$ cat src/rtl/pipe_add_pkg.sv
// Shared constants, helpers and per-stage control record for the pipelined
// carry-lookahead adder.
package pipe_add_pkg;

   localparam int unsigned CLA_GROUP = 4;

   function automatic int unsigned nseg(input int unsigned width, input int unsigned seg);
      return width / seg;
   endfunction

   // Control part of each stage payload; the sum-so-far and remaining operands
   // are width-dependent and live next to it in the stage register.
   typedef struct packed {
      logic valid;
      logic carry;
   } stage_ctrl_t;

endpackage

$ cat src/rtl/cla_segment.sv
// Combinational SEG-bit carry-lookahead adder built from 4-bit generate/propagate
// groups; the group carries are chained, never rippled through full adders.
module cla_segment
   import pipe_add_pkg::*;
#(
   parameter int unsigned SEG = 8
) (
   input  logic [SEG-1:0] a,
   input  logic [SEG-1:0] b,
   input  logic           cin,
   output logic [SEG-1:0] sum,
   output logic           cout,
   output logic           msb_cin
);

   localparam int unsigned NGRP = SEG / CLA_GROUP;

   logic [CLA_GROUP-1:0] g;
   logic [CLA_GROUP-1:0] p;
   logic [CLA_GROUP-1:0] c;
   logic                 carry;

   always_comb begin
      sum     = '0;
      cout    = 1'b0;
      msb_cin = 1'b0;
      g       = '0;
      p       = '0;
      c       = '0;
      carry   = cin;
      for (int j = 0; j < int'(NGRP); j++) begin
         g    = a[j*CLA_GROUP +: CLA_GROUP] & b[j*CLA_GROUP +: CLA_GROUP];
         p    = a[j*CLA_GROUP +: CLA_GROUP] ^ b[j*CLA_GROUP +: CLA_GROUP];
         c[0] = carry;
         c[1] = g[0] | (p[0] & carry);
         c[2] = g[1] | (p[1] & g[0]) | (p[1] & p[0] & carry);
         c[3] = g[2] | (p[2] & g[1]) | (p[2] & p[1] & g[0]) | (p[2] & p[1] & p[0] & carry);
         sum[j*CLA_GROUP +: CLA_GROUP] = p ^ c;
         // the last group's c[3] is the carry into the segment MSB
         msb_cin = c[3];
         carry   = g[3] | (p[3] & g[2]) | (p[3] & p[2] & g[1]) | (p[3] & p[2] & p[1] & g[0])
                 | ((&p) & carry);
      end
      cout = carry;
   end

endmodule

$ cat src/rtl/pipelined_cla_adder.sv
// Pipelined carry-lookahead adder/subtractor: one SEG-bit segment per stage,
// latency NSEG, valid/ready flow control. Optional out_ovf via PIPE_ADD_OVF_EN.
module pipelined_cla_adder
   import pipe_add_pkg::*;
#(
   parameter int unsigned WIDTH = 32,
   parameter int unsigned SEG   = 8
) (
   input  logic             clk,
   input  logic             rst,
   input  logic             in_valid,
   output logic             in_ready,
   input  logic [WIDTH-1:0] in_a,
   input  logic [WIDTH-1:0] in_b,
   input  logic             in_cin,
   input  logic             in_sub,
   output logic             out_valid,
   input  logic             out_ready,
   output logic [WIDTH-1:0] out_sum,
   output logic             out_cout
`ifdef PIPE_ADD_OVF_EN
   ,
   output logic             out_ovf
`endif
);

   localparam int unsigned NSEG = nseg(WIDTH, SEG);

   logic             adv;
   logic [WIDTH-1:0] b_eff;
   logic             cin_eff;

   assign adv      = out_ready | ~out_valid;
   assign in_ready = adv;
   assign b_eff    = in_sub ? ~in_b : in_b;
   assign cin_eff  = in_sub | in_cin;

   // Stage k payload layout: {b_rem, a_rem, sum[k*SEG-1:0]}; each stage consumes
   // the low SEG bits of the remaining operands and appends one sum slice.
   for (genvar k = 0; k < int'(NSEG); k++) begin : g_stage
      localparam int unsigned IN_W = WIDTH - k*SEG;
      localparam int unsigned LO   = k*SEG;
      localparam int unsigned PW   = 2*IN_W + LO;
      localparam int unsigned DW   = PW - SEG;
      localparam int unsigned REM  = IN_W - SEG;

      logic [PW-1:0]  p;
      logic           c_prev;
      logic           v_prev;
      logic [SEG-1:0] seg_sum;
      logic           seg_cout;
      logic           seg_msb_unused;
      logic [DW-1:0]  d_next;
      logic [DW-1:0]  d_q;
      stage_ctrl_t    ctrl_q;

      if (k == 0) begin : g_src
         assign p      = {b_eff, in_a};
         assign c_prev = cin_eff;
         assign v_prev = in_valid;
      end else begin : g_src
         assign p      = g_stage[k-1].d_q;
         assign c_prev = g_stage[k-1].ctrl_q.carry;
         assign v_prev = g_stage[k-1].ctrl_q.valid;
      end

      cla_segment #(.SEG(SEG)) u_seg (
         .a       (p[LO +: SEG]),
         .b       (p[LO + IN_W +: SEG]),
         .cin     (c_prev),
         .sum     (seg_sum),
         .cout    (seg_cout),
         .msb_cin (seg_msb_unused)
      );

      always_comb begin
         d_next = '0;
         for (int i = 0; i < int'(LO); i++) d_next[i] = p[i];
         d_next[LO +: SEG] = seg_sum;
         for (int i = 0; i < int'(REM); i++) begin
            d_next[LO + SEG + i]       = p[LO + SEG + i];
            d_next[LO + SEG + REM + i] = p[LO + IN_W + SEG + i];
         end
      end

      // Whole pipeline shifts or holds together, bubbles included.
      always_ff @(posedge clk or posedge rst) begin
         if (rst) begin
            ctrl_q <= '0;
            d_q    <= '0;
         end else if (adv) begin
            ctrl_q.valid <= v_prev;
            ctrl_q.carry <= seg_cout;
            d_q          <= d_next;
         end
      end

`ifdef PIPE_ADD_OVF_EN
      if (k == int'(NSEG) - 1) begin : g_ovf
         logic ovf_q;
         always_ff @(posedge clk or posedge rst) begin
            if (rst)      ovf_q <= 1'b0;
            else if (adv) ovf_q <= seg_msb_unused ^ seg_cout;
         end
      end
`endif
   end

   assign out_valid = g_stage[NSEG-1].ctrl_q.valid;
   assign out_cout  = g_stage[NSEG-1].ctrl_q.carry;
   assign out_sum   = g_stage[NSEG-1].d_q;
`ifdef PIPE_ADD_OVF_EN
   assign out_ovf   = g_stage[NSEG-1].g_ovf.ovf_q;
`endif

endmodule

$ cat config.mk
export PLATFORM = sky130hd
export DESIGN_NAME = pipelined_cla_adder
export DESIGN_NICKNAME = d
export VERILOG_FILES = /design/src/rtl/pipe_add_pkg.sv /design/src/rtl/cla_segment.sv /design/src/rtl/pipelined_cla_adder.sv
export SDC_FILE = /design/constraint.sdc
export NUM_CORES = 1
export LEC_CHECK = 0
export CORE_ASPECT_RATIO = 0.6
export CORE_MARGIN = 2
export CORE_UTILIZATION = 40
export CTS_CLUSTER_DIAMETER = 120
export DETAILED_ROUTE_END_ITERATION = 10
export GPL_ROUTABILITY_DRIVEN = 1
export PLACE_DENSITY = 0.58
export SYNTH_ARGS = -nofsm -noshare
export SYNTH_HDL_FRONTEND = slang
export SYNTH_SLANG_ARGS = --single-unit
export TNS_END_PERCENT = 100
$ cat constraint.sdc
create_clock -name clk -period 14.02 [get_ports clk]
set_input_delay 3.505 -clock clk [delete_from_list [all_inputs] [get_ports clk]]
set_output_delay 3.505 -clock clk [all_outputs]
set_load 0.01 [all_outputs]
---- After elaboration in Yosys (flattened, before gate mapping) ----
Index checks and enable logic that the tools add are counted.
operators by class
  bitwise operators ....................... 228
  reduce and logical (&&, ||, !) cells .... 8
  multiplexer cells ....................... 1
operators with widths
  operator             number
  1-bit AND            120
  1-bit bitwise OR     82
  4-bit bitwise XOR    16
  4-bit AND            8
  32-bit two-way mux   1
  32-bit NOT           1
  4-bit AND reduction  8
  1-bit NOT            1
storage, ports and cells
  logic and storage cells ................. 249
  register bits after elaboration ......... 184
  bits of input ports ..................... 70
  output and inout port bits .............. 35

---- Logic depth before layout (Yosys ltp) ----
Gate-level depths: netlist of the first run.
  depth in word-level cells ............... 11
  gate-level depth with buffers ........... 11
  depth with buffers taken out ............ 9

---- Modules after synthesis ----
Synthesis of the first run repeated with hierarchy kept, for this count alone.
second synthesis, totals
  cell total of the unflattened synthesis .. 590
  area, all modules ....................... 9078.7 µm²
modules (own cells, without submodules)
  module                               seq. area each (µm²)  cells each  times used  area each (µm²)
  pipelined_cla_adder                  4604.4                428         1           7768.7
  cla_segment at g_stage[1].u_seg ...  0.0                   41          3           330.3
  cla_segment at g_stage[0].u_seg      0.0                   39          1           319.1

---- Least setup slack after synthesis of the first run ----
Ideal clock, no wire load.
  path kind ............................... input to output
  start ................................... input out_ready
  end ..................................... output in_ready
  stages on the path ...................... 5
  path slack .............................. 6311 ps
  buffers on the path ..................... 3
  data required time ...................... 10515 ps
  data arrival time ....................... 4204 ps
  cell sequence ........................... nor2b_1 buf_4 inv_2 buf_2 buf_2
on the way
  cells in the longest elaborated chain, start to end .. 1
RTL lines
  item                line                       source
  start: declaration  pipelined_cla_adder.sv:18  input logic out_ready,
  1-bit bitwise OR    pipelined_cla_adder.sv:33  assign adv = out_ready | ~out_valid;
  end: declaration    pipelined_cla_adder.sv:12  output logic in_ready,
No other way between the ends.

---- Worst setup path after layout of the first run ----
Ends and elaborated chain as after synthesis.

==> run summary, run 1 <==
RR Startpoint - out_valid
Hold path startpoint - out_sum[4]
Placed insts - 1,228
Die W - 189 um
Setup Buffers After CTS - 0
GR Util All Layers - 17.0%
Slack of the critical path - 4660 ps
Die ar. - 0.0218 mm2
Pleak - 4.84 nW
Synth Register Bits - 184
Max-cap violation count - 0
Port-buffer cells - 104
Yosys top cell area share - 56.0%
First-pass DRT Iterations - 4
Crit share post-route - 66.8%
Primary FF master, synth - dfrtp_1
Total core area - 0.0201 mm2
WP data arrival - 5860 ps
Crit-path max cell delay - 700 ps
Routed wire per std cell - 13.4 um
Global-route wire length before repair - 28,900 um
Startpoint types - input pin
Final Hold Fails - 0
Yosys Warn Count - 0
Skew final - 9.00 ps
Power per cell area - 218 mW/mm2
Sequential share of the synthesized area - 56.0%
WHS Endpoint - out_sum[4]
Slowest cell on the critical path - nor2b_4
Worst VDD drop - 0.000105 V
Drt total wl - 16,900 um
Status - finished, final reports clean
Minimum clock period after layout - 9360 ps
Ys async rst share - 100%
CP Max Fanout - 86
Initial antenna violation count - 0
Worst hold slack - 462 ps
Clk Latency, worst-skew pair - 440 ps
Reg2reg path depth - 6
Crit path required time - 10,510 ps
F_max - 107 MHz
Synth unique cells - 38
CP Class - input pin to output pin
Ranking of synthesized cells by area - dfrtp_1, nand2_1, ha_1
Synthesized area per cell - 9.24 um2
Layout cells sized above 1 - 4.37%
HP Class - flip-flop to flip-flop
Clock root buffer - clkbuf_16
DP HPWL - 11,300 um
Synth Instances - 890
DRC - 0
Pre-CTS setup slack - 4650 ps
H-Tree Depth - 4
Reg clk slew, reported paths - 60 ps
Vias/cell - 4.56
Number of flops mapped to enable cells by yosys - 0
Reg2reg end - out_cout
Reg-to-reg setup timing slack - 10,760 ps
Final setup viols - 0
Cell mode on critical path - clkdlybuf4s50_1
Synth Net Count - 1,000
Slew Limit Fails - 0
Hold Path Depth - 2
Fill cell count - 1,954
ANT cells - 0
Area of the mapped netlist - 0.00822 mm2
Slew HR - 37.4%
Pin count of the biggest net entering global routing - 112
Die Span Y - 115 um
Crit end category - output pin
Resized cells post-CTS - 0
Remaining antenna violation count after routing - 0
CTS tree - built
Area leader, netlist - dfrtp_1
Total CTS buffers - 17
Placer Congestion - 0.761
CP Cell Sequence - clkdlybuf4s50_1 -> nor2b_4 -> inv_4 -> clkdlybuf4s50_1
Area grow syn2layout - 21.8%
Clock Path Buffers - 2
Final nets - 1,084
CTS sink count - 184
Cts hold-fix bufs - 0
Starting density of the core - 41.0%
Row count - 40
Top-level port count - 105
Final Non-Filler Cells - 1,258
Setup TNS - 0 ps
RSZ-0062 raised after global routing - false
DR iter-0 viols - 327
Grt ovf - 0
Vias in the first global route - 5,709
Final Power - 2.19 mW
Worst-Margin Slew - 939 ps
Vias - 5,736
==> logic make-up (layout without fill, tap and decap cells) <==
group	count (synthesis)	in the layout	share of synthesized area (%)
xor+xnor	51	51	5.43
buf+inv	52	147	3.01
compound gates	92	92	6.47
simple gates	469	469	22.0
fa+ha+maj	40	40	6.82
flops	184	184	56.0
mux	2	2	0.274
==> sequential cells by signal, summed over array words and instances, names as in the netlist <==
signal	flops
out_valid	1
g_stage.d_q	144
out_sum	32
out_cout	1
g_stage.v_prev	3
g_stage.c_prev	3
==> synth_stat cells (2+ instances only) <==
cell,count
dfrtp_1,184
or3_1,4
buf_2,33
o31ai_1,4
ha_1,32
nand4_1,2
o21bai_1,2
nor2_1,22
a31oi_1,3
xor2_1,17
clkbuf_1,9
inv_1,7
a211oi_1,5
mux2_2,2
xnor2_1,34
nor3_1,3
o21ai_0,46
o21ai_1,3
nor4_1,2
a21o_1,4
fa_1,8
nand2b_1,5
nand2_1,426
a21oi_1,18
nand3_1,2
==> through the flow <==
step,util (%),cell area (um2)
final,49.9,10000
after global routing,49.9,10000
after CTS,49.9,10000
after detailed placement,47.0,9440
after global placement,47.0,9440
after floorplan,-,8220
==> routing by layer <==
layer  vias up  part of all wire [%]  track usage (%)  wire length, um
li1       2990                     -                -                -
met3         9                   3.7             4.24              620
met1      2643                    57             27.2             9620
met2        94                    38             22.1             6510
met5         -                     0                0                0
met4         0                  0.95             5.31              161
==> worst max-delay path: cells and delay by family <==
family	cells	cell delay, ps
buffers and inverters	3	1610
and+or+nand+nor	1	700
==> how the worst max path moves through the flow <==
stage                     startpoint           endpoint  slack [ps]
after floorplan                  rst  g_stage[0].d_q[0]        5510
after global routing       out_ready           in_ready        4450
after global placement     out_ready           in_ready        4650
after detailed placement   out_ready           in_ready        4650
after CTS                  out_ready           in_ready        4650
final                      out_ready           in_ready        4660
==> power by group <==
group	leakage [nW]	internal (mW)	switching, mW	total (mW)
Clock	0.283	0.282	0.199	0.481
Combinational	2.34	0.360	0.431	0.791
Sequential	2.22	0.769	0.146	0.915
==> layout by cell type, fill, tap and decap left out, drive strengths merged, types with 6 or more instances in the layout <==
| cell | synthesis | routed |
|---|---|---|
| nand2 | 426 | 426 |
| dfrtp | 184 | 184 |
| clkdlybuf4s50 | 0 | 103 |
| o21ai | 50 | 50 |
| xnor2 | 34 | 34 |
| ha | 32 | 32 |
| nor2 | 22 | 22 |
| clkbuf | 9 | 21 |
| a21oi | 19 | 19 |
| xor2 | 17 | 17 |
| fa | 8 | 8 |
| inv | 8 | 8 |
| a211oi | 6 | 6 |
| buf | 35 | 6 |
==> area by class of cell <==
type | count | area, um2 | area share (%)
Clock buffer | 21 | 450 | 4.50
Clock inverter | 9 | 126 | 1.26
Inverter | 8 | 40.0 | 0.400
Multi-Input combinational cell | 654 | 3380 | 33.7
Sequential cell | 184 | 4600 | 46.0
Tap cell | 273 | 342 | 3.41
Timing Repair Buffer | 109 | 1070 | 10.7
Power figures use the tool's default switching activity.
==> run 2: changes to the inputs <==
==> constraint.sdc (replaced) <==
create_clock -name clk -period 9.4 [get_ports clk]
set_input_delay 2.35 -clock clk [delete_from_list [all_inputs] [get_ports clk]]
set_output_delay 2.35 -clock clk [all_outputs]
set_load 0.01 [all_outputs]
==> run 2 against run 1 <==
Net effect: count of clock-buffer cells in the layout fell by 2; final area rose by 0.30%; largest power group unchanged; sequential share of layout area fell by 0.14 points; sequential power rose by 50%; worst hold slack got worse by 3.4 ps; wire length rose by 0.28%; flip-flop and latch count did not move; global-route usage fell by 0.18 points; cell count barely moved; combinational power rose by 50%; worst setup slack got worse by 1500 ps; clock skew fell by 1.2 ps.
==> run summary, run 2 (synthesis gave the netlist of run 1 again) <==
Vias - 5,634 (was 5,736)
Slowest cell on the critical path - clkdlybuf4s50_1 (was nor2b_4)
Slew Limit Fails - 0 (unchanged)
First-pass DRT Iterations - 4 (unchanged)
CP Class - input pin to output pin (unchanged)
WHS Endpoint - g_stage[3].v_prev (was out_sum[4])
Reg2reg end - out_sum[30] (was out_cout)
GR Util All Layers - 16.8% (was 17.0%)
Total CTS buffers - 17 (unchanged)
Final Hold Fails - 0 (unchanged)
CP Max Fanout - 40 (was 86)
Setup TNS - 0 ps (unchanged)
Reg-to-reg setup timing slack - 6730 ps (was 10,760 ps)
Reg clk slew, reported paths - 60 ps (about the same)
Largest register by flop count - g_stage.d_q (unchanged)
Final nets - 1,084 (unchanged)
Clock root buffer - clkbuf_16 (unchanged)
CTS tree - built (unchanged)
Crit share post-route - 66.2%
Resized cells post-CTS - 0 (unchanged)
HP Class - flip-flop to flip-flop (unchanged)
Worst-Margin Slew - 972 ps (was 939 ps)
Grt ovf - 0 (unchanged)
Setup Buffers After CTS - 0 (unchanged)
Layout cells sized above 1 - 4.67% (was 4.37%)
WP data arrival - 3870 ps (was 5860 ps)
Commonest non-fill, non-tap cells in the layout - nand2_1, dfrtp_1, clkdlybuf4s50_1, o21ai_0, xnor2_1 (unchanged)
Commonest non-fill, non-tap cell in the layout - nand2_1 (unchanged)
Die Span Y - 115 um (unchanged)
Clk Latency, worst-skew pair - 430 ps (was 440 ps)
RSZ-0062 raised after global routing - false (unchanged)
Cell mode on critical path - clkdlybuf4s50_1 (unchanged)
Pin count of the biggest net entering global routing - 210 (was 112)
Worst VDD drop - 0.000358 V (was 0.000105 V)
Row count - 40 (unchanged)
Starting density of the core - 41.0% (unchanged)
DRC - 0 (unchanged)
ANT cells - 0 (unchanged)
Fill cell count - 1,999 (was 1,954)
F_max - 161 MHz
Top-level port count - 105 (unchanged)
Cts hold-fix bufs - 0 (unchanged)
Hold path startpoint - g_stage[3].v_prev (was out_sum[4])
Max-cap violation count - 0 (unchanged)
CP Cell Sequence - clkdlybuf4s50_1 -> nor2b_4 -> inv_4 -> clkdlybuf4s50_1 (unchanged)
Crit path required time - 7050 ps (was 10,510 ps)
Drt total wl - 17,000 um (was 16,900 um)
Vias/cell - 4.47 (was 4.56)
Placer Congestion - 0.760 (was 0.761)
Crit end category - output pin (unchanged)
Crit-path max cell delay - 620 ps (was 700 ps)
DP HPWL - 10,900 um (was 11,300 um)
H-Tree Depth - 4 (unchanged)
Pleak - 4.85 nW (was 4.84 nW)
Minimum clock period after layout - 6220 ps
Global-route wire length before repair - 28,700 um (was 28,900 um)
Routed wire per std cell - 13.5 um (was 13.4 um)
Startpoint types - input pin (unchanged)
Vias in the first global route - 5,591 (was 5,709)
RR Startpoint - out_valid (unchanged)
Hold Path Depth - 2 (unchanged)
Final setup viols - 0 (unchanged)
Die ar. - 0.0218 mm2 (unchanged)
Clock Path Buffers - 2 (unchanged)
Power per cell area - 327 mW/mm2 (was 218 mW/mm2)
Skew final - 7.77 ps (was 9.00 ps)
Slew HR - 35.2% (was 37.4%)
Remaining antenna violation count after routing - 0 (unchanged)
Port-buffer cells - 104 (unchanged)
Status - finished, final reports clean (unchanged)
DR iter-0 viols - 402 (was 327)
Worst hold slack - 459 ps (was 462 ps)
Total core area - 0.0201 mm2 (unchanged)
CTS sink count - 184 (unchanged)
Area grow syn2layout - 22.2% (was 21.8%)
Initial antenna violation count - 0 (unchanged)
Reg2reg path depth - 5 (was 6)
Die W - 189 um (unchanged)
Max reg flops - 144 (unchanged)
==> run 2: cell types whose count changed in the layout (fill, tap and decap cells not counted) <==
cell        previous run  this run
buf_12                 0         1
buf_4                  5         4
clkbuf_1               3         1
clkinv_4               1         2
clkinvlp_4             1         2
inv_6                  0         1
==> run 2: worst max-delay path by stage <==
stage / start / endpoint / slack, ps / depth (start not counted)
detailed placement: out_ready / in_ready / 3160 / 4
floorplan: rst / g_stage[0].d_q[0] / 2050 / 1
finish: out_ready / in_ready / 3180 / 4
global placement: out_ready / in_ready / 3160 / 4
global route: out_ready / in_ready / 3090 / 4
CTS: out_ready / in_ready / 3160 / 4
==> run 2: cell type report <==
type	count	area, um2	area share (%)
Clock inverter	12	151	1.51
Multi-Input combinational cell	654	3380	33.6
Clock buffer	19	443	4.41
Sequential cell	184	4600	45.8
Timing Repair Buffer	109	1090	10.8
Tap cell	273	342	3.40
Inverter	8	40.0	0.399
==> run 2: worst max-delay path: cells and delay by family <==
kind | cells | cell delay (ps)
buffers and inverters | 3 | 1440
AND/OR/NAND/NOR | 1 | 60
==> run 2: through the flow <==
step                cells  utilization (%)  area (um2)  setup slack (ps)  power (mW)
floorplan             890                -        8220              2050        2.16
global placement     1228             47.1        9450              3160        2.57
detailed placement   1228             47.1        9450              3160        2.59
CTS                  1259             50.0       10000              3160        3.34
global route         1259             50.0       10000              3090        3.58
finish               1259             50.0       10000              3180        3.28
==> run 2: metal layers <==
layer	vias up	track usage [%]	wire (um)
met5	-	0	0
met4	0	4.84	154
met3	10	4.33	729
met2	94	21.8	6380
met1	2549	27.0	9700
li1	2981	-	-
==> run 2: power by group <==
| group | internal [mW] | switching [mW] |
|---|---|---|
| Sequential | 1.15 | 0.220 |
| Combinational | 0.544 | 0.643 |
| Clock | 0.424 | 0.307 |
==> edit 1: new RTL, config.mk and constraints of run 1 <==
`SEG` is set to 8 in 2 places; all go to 16.
--- a/src/rtl/cla_segment.sv
+++ b/src/rtl/cla_segment.sv
@@ -3,7 +3,7 @@
 module cla_segment
    import pipe_add_pkg::*;
 #(
-   parameter int unsigned SEG = 8
+   parameter int unsigned SEG = 16
 ) (
    input  logic [SEG-1:0] a,
    input  logic [SEG-1:0] b,
--- a/src/rtl/pipelined_cla_adder.sv
+++ b/src/rtl/pipelined_cla_adder.sv
@@ -4,7 +4,7 @@
    import pipe_add_pkg::*;
 #(
    parameter int unsigned WIDTH = 32,
-   parameter int unsigned SEG   = 8
+   parameter int unsigned SEG   = 16
 ) (
    input  logic             clk,
    input  logic             rst,
Check against the original RTL: not equivalent (a bounded check fails within 4 cycles, from zero or initial values and one cycle with rst high).
==> edit 1 against run 1 <==
Synthesized area down 43%. Worst setup slack better by 520 ps. Total power down 56%. Wire length down 38%. Largest power group unchanged. Design area down 38%. Clock power down 44%. Utilization up 4.8 points. Sequential cell count down 100.
==> edit 1: results (changes against run 1) <==
Status
  – Outcome: finished clean

Critical path
  – CP max-delay cell: buf_4
  – Arr. time, crit path: 5330 ps (-530 ps)
  – CP max FO: 93 (+8.1%)
  – CP peak stage delay: 680 ps (-20 ps)

Cells and area
  – Nets@finish: 710 (-35%)
  – Max reg flops: 48 (-67%)
  – Fillers: 1026 (-47%)
  – Final std cells w/o fill: 764 (-39%)

Route
  – Total wire length: 10600 um (-38%)
  – M1 WL: 5770 um (-40%)
  – Initial DRC count: 160 (-51%)
  – Routed met2 length: 4140 um (-36%)
  – Drt pass-1 iters: 6 (+2)
  – Met3 wire length: 584 um (-5.8%)

Global route
  – Vias in the first global route: 3551 (-38%)
  – Pin count of the biggest net entering global routing: 94 (-16%)
  – GR Util met1: 0.278 (+0.00603)
  – Wire length of the first global-routing pass: 17500 um (-39%)
  – Global Route met2 Usage: 0.251 (+0.0306)
  – Total track usage: 0.179 (+0.00891)

Power
  – Pleak: 0.00283 uW (-42%)
  – Max VDD drop: 75.9 uV (-28%)
  – Pint: 655 uW (-54%)

Placed design
  – Placed Area: 5860 um2 (-38%)
  – GPL Wtd Cong: 0.764 (+0.45%)
  – DP Wirelength: 7340 um (-35%)

Timing
  – Clock skew: 10.5 ps (+1.53 ps)
  – Rel. slew slack: 0.294 (-0.0799)

Yosys
  – Netlist cell types: 48 (+26%)
  – Cells after synthesis: 503 (-43%)
  – Syn nets: 613 (-39%)
  – Commonest cells in the netlist: 141 x nand2_1, 84 x dfrtp_1, 33 x o21ai_0
  – Synth top area cells: dfrtp_1 45%, nand2_1 11%, ha_1 8.6%, xor2_1 4.9%, xnor2_1 4.1%

Clock tree
  – H-tree depth: 3 (-1)
## edit 1: final timing paths
check                           cells past startpoint                            end                            from  slack [ps]
worst max-delay path                                5                       in_ready                       out_ready        5180
worst min-delay path                                2  g_stage[1].v_prev$_DFFE_PP0P_   g_stage[1].v_prev$_DFFE_PP0P_         460
worst max register to register                      9        out_sum[29]$_DFFE_PP0P_  g_stage[0].d_q[21]$_DFFE_PP0P_       11200
worst min register to register                      2  g_stage[1].v_prev$_DFFE_PP0P_   g_stage[1].v_prev$_DFFE_PP0P_         460
max in group asynchronous                           3        out_sum[13]$_DFFE_PP0P_                             rst        9510
min in group asynchronous                           3         out_sum[3]$_DFFE_PP0P_                             rst        3830
## edit 1: power by group through the flow
stage                     clock, uW  combinational (uW)  sequential, uW
after floorplan                   0                 172             367
after global placement            0                 329             357
after detailed placement          0                 334             358
after CTS                       277                 336             355
after global routing            288                 371             364
final                           268                 332             354
## edit 1: cell type report
| cell class | instances | area, um2 | share of cell area |
|---|---|---|---|
| repair buffers | 108 | 1070 | 0.172 |
| inverters | 18 | 68.8 | 0.0111 |
| well taps | 160 | 200 | 0.0323 |
| flip-flops and latches | 84 | 2100 | 0.339 |
| clock inverters | 6 | 114 | 0.0184 |
| clock buffers | 9 | 225 | 0.0363 |
| multi-input cells | 379 | 2420 | 0.391 |
## edit 1: cells by family after synthesis
kind of cell | Yosys count | share of synthesized area
xor+xnor | 48 | 0.0899
compound gates | 102 | 0.142
fa+ha+maj | 40 | 0.120
buf+inv | 40 | 0.0337
flops | 84 | 0.450
simple gates | 189 | 0.165
## edit 1: per-stage QoR
step	setup slack (ps)	hold WS (ps)
2_1_floorplan	6260	430
3_3_place_gp	5180	448
3_5_place_dp	5150	448
4_1_cts	5160	461
5_1_grt	5020	486
6_report	5180	458
==> edit 2: new RTL, config.mk and constraints of run 1 <==
Without the edit above. The option `PIPE_ADD_OVF_EN` is turned on by a define.
--- a/src/rtl/pipelined_cla_adder.sv
+++ b/src/rtl/pipelined_cla_adder.sv
@@ -1,5 +1,7 @@
 // Pipelined carry-lookahead adder/subtractor: one SEG-bit segment per stage,
 // latency NSEG, valid/ready flow control. Optional out_ovf via PIPE_ADD_OVF_EN.
+`define PIPE_ADD_OVF_EN
+
 module pipelined_cla_adder
    import pipe_add_pkg::*;
 #(
Function (old outputs only; new: out_ovf): no difference found for any inputs over 10 cycles, from zero or initial values and one cycle with rst high; that may be too few to reach the edited logic, so the function may still have changed.
==> edit 2 against run 1 <==
Design area is 0.94% higher. Sequential power decreased by 0.8%. Synthesized area is 0.81% higher. Wire length shrank 3.2%. Total power shrank 0.91%. Sequential cell count up 1. Worst setup slack better by 140 ps. Clock power down 4%. Non-clock buffer count rose by 1.
==> edit 2: results (changes against run 1) <==
Status
  – Outcome: finished clean

Placed design
  – Place WS: 4780 ps (+129 ps)
  – Placed Area: 9540 um2 (+1.1%)
  – GPL Wtd Cong: 0.729 (-4.2%)
  – DP Wirelength: 10300 um (-8.8%)
  – Port-buffer cells: 105 (+0.96%)

Power
  – Max VDD drop: 186 uV (+77%)
  – Sw Ratio: 0.353 (-0.00132)
  – Pleak: 0.00490 uW (+1.3%)

Global route
  – Antenna violations before repair: 1 (+1)
  – Total track usage: 0.161 (-0.00941)
  – Wire length of the first global-routing pass: 28100 um (-2.7%)
  – Vias in the first global route: 5673 (-0.63%)
  – Pin count of the biggest net entering global routing: 214 (+91%)

Clock tree
  – CTS max path bufs: 2 (unchanged)
  – Postcts setup bufs: 0 (unchanged)
  – Hold buffers post-CTS: 0 (unchanged)
  – CTS Buf Count: 17 (unchanged)
  – H-tree depth: 4 (unchanged)
  – Post-CTS Resized: 0 (unchanged)
  – Skew-Pair Late Insertion Delay: 420 ps (-20 ps)

Critical path
  – CP peak stage delay: 590 ps (-110 ps)
  – CP max FO: 213 (+150%)
  – Arr. time, crit path: 5720 ps (-140 ps)
  – CP max-delay cell: clkdlybuf4s50_1

Cells and area
  – Nets@finish: 1093 (+0.83%)
  – Share of post-route cells with drive strength above 1: 0.0422 (-0.00144)
  – Reg area: 4630 um2 (+0.54%)
  – Fillers: 1952 (-0.10%)

Yosys
  – Commonest cells in the netlist: 424 x nand2_1, 185 x dfrtp_1, 43 x o21ai_0
  – Netlist cell types: 45 (+18%)
  – Synth top area cells: dfrtp_1 56%, nand2_1 19%, ha_1 4.8%, xnor2_1 3.4%, o21ai_0 2.6%
  – Sequential share of the synthesized area: 0.559 (-0.00146)
  – Syn nets: 1009 (+0.90%)
  – Yosys warns: 0 (unchanged)

Route
  – Initial DRC count: 353 (+8.0%)
  – Wire per inst: 12.9 um (-4.1%)
  – DR vias: 5806 (+1.2%)

Timing
  – Rel. slew slack: 0.395 (+0.0211)
  – Clock skew: 7.17 ps (-1.83 ps)

Worst hold path
  – Worst min-delay path class: flip-flop to flip-flop
[edit 2: per-layer routing]
layer | global-route usage | share of wire | up-vias
met2 | 0.235 | 0.40 | 82
met3 | 0.0385 | 0.043 | 12
met4 | 0.0419 | 0.0092 | 0
li1 | - | - | 3032
met1 | 0.240 | 0.54 | 2680
met5 | 0 | 0 | -
[edit 2: power groups by stage]
stage               logic (uW)  clock network [uW]  registers (uW)
finish                     796                 464             908
global route               921                 505             942
CTS                        815                 478             912
detailed placement         811                   0             920
global placement           800                   0             916
floorplan                  543                   0             909
[edit 2: logic make-up after synthesis]
group | Yosys count | synth area share
compound gates | 95 | 0.0702
flops | 185 | 0.559
xor+xnor | 48 | 0.0507
fa+ha+maj | 40 | 0.0676
simple gates | 474 | 0.223
mux | 1 | 0.00136
buf+inv | 56 | 0.0290
[edit 2: area by class of cell]
class	count	area share
Tap cell	273	0.0338
Clock inverter	6	0.00644
Inverter	11	0.00508
Sequential cell	185	0.458
Multi-Input combinational cell	658	0.339
Antenna cell	1	0.000248
Timing Repair Buffer	110	0.108
Clock buffer	25	0.0490
[edit 2: worst max-delay path, delay by kind of cell]
| kind | cells | cell delay, ps |
|---|---|---|
| buf+inv | 4 | 1970 |
| simple gates | 1 | 140 |
[edit 2: final timing paths]
path / slack (ps) / depth (start not counted) / start / to
worst max-delay path: 4790 / 5 / out_ready / in_ready
worst min-delay path: 470 / 2 / g_stage[1].d_q[12]$_DFFE_PP0P_ / g_stage[1].d_q[12]$_DFFE_PP0P_
worst max register to register: 11230 / 7 / out_valid$_DFFE_PP0P_ / g_stage[0].d_q[7]$_DFFE_PP0P_
worst min register to register: 470 / 2 / g_stage[1].d_q[12]$_DFFE_PP0P_ / g_stage[1].d_q[12]$_DFFE_PP0P_
max in group asynchronous: 9030 / 3 / rst / g_stage[0].d_q[52]$_DFFE_PP0P_
min in group asynchronous: 3650 / 2 / rst / g_stage[0].d_q[27]$_DFFE_PP0P_
[edit 2: through the flow]
step           instances  power, uW
2_1_floorplan        899       1450
3_3_place_gp        1237       1720
3_5_place_dp        1237       1730
4_1_cts             1268       2200
5_1_grt             1268       2370
6_report            1269       2170
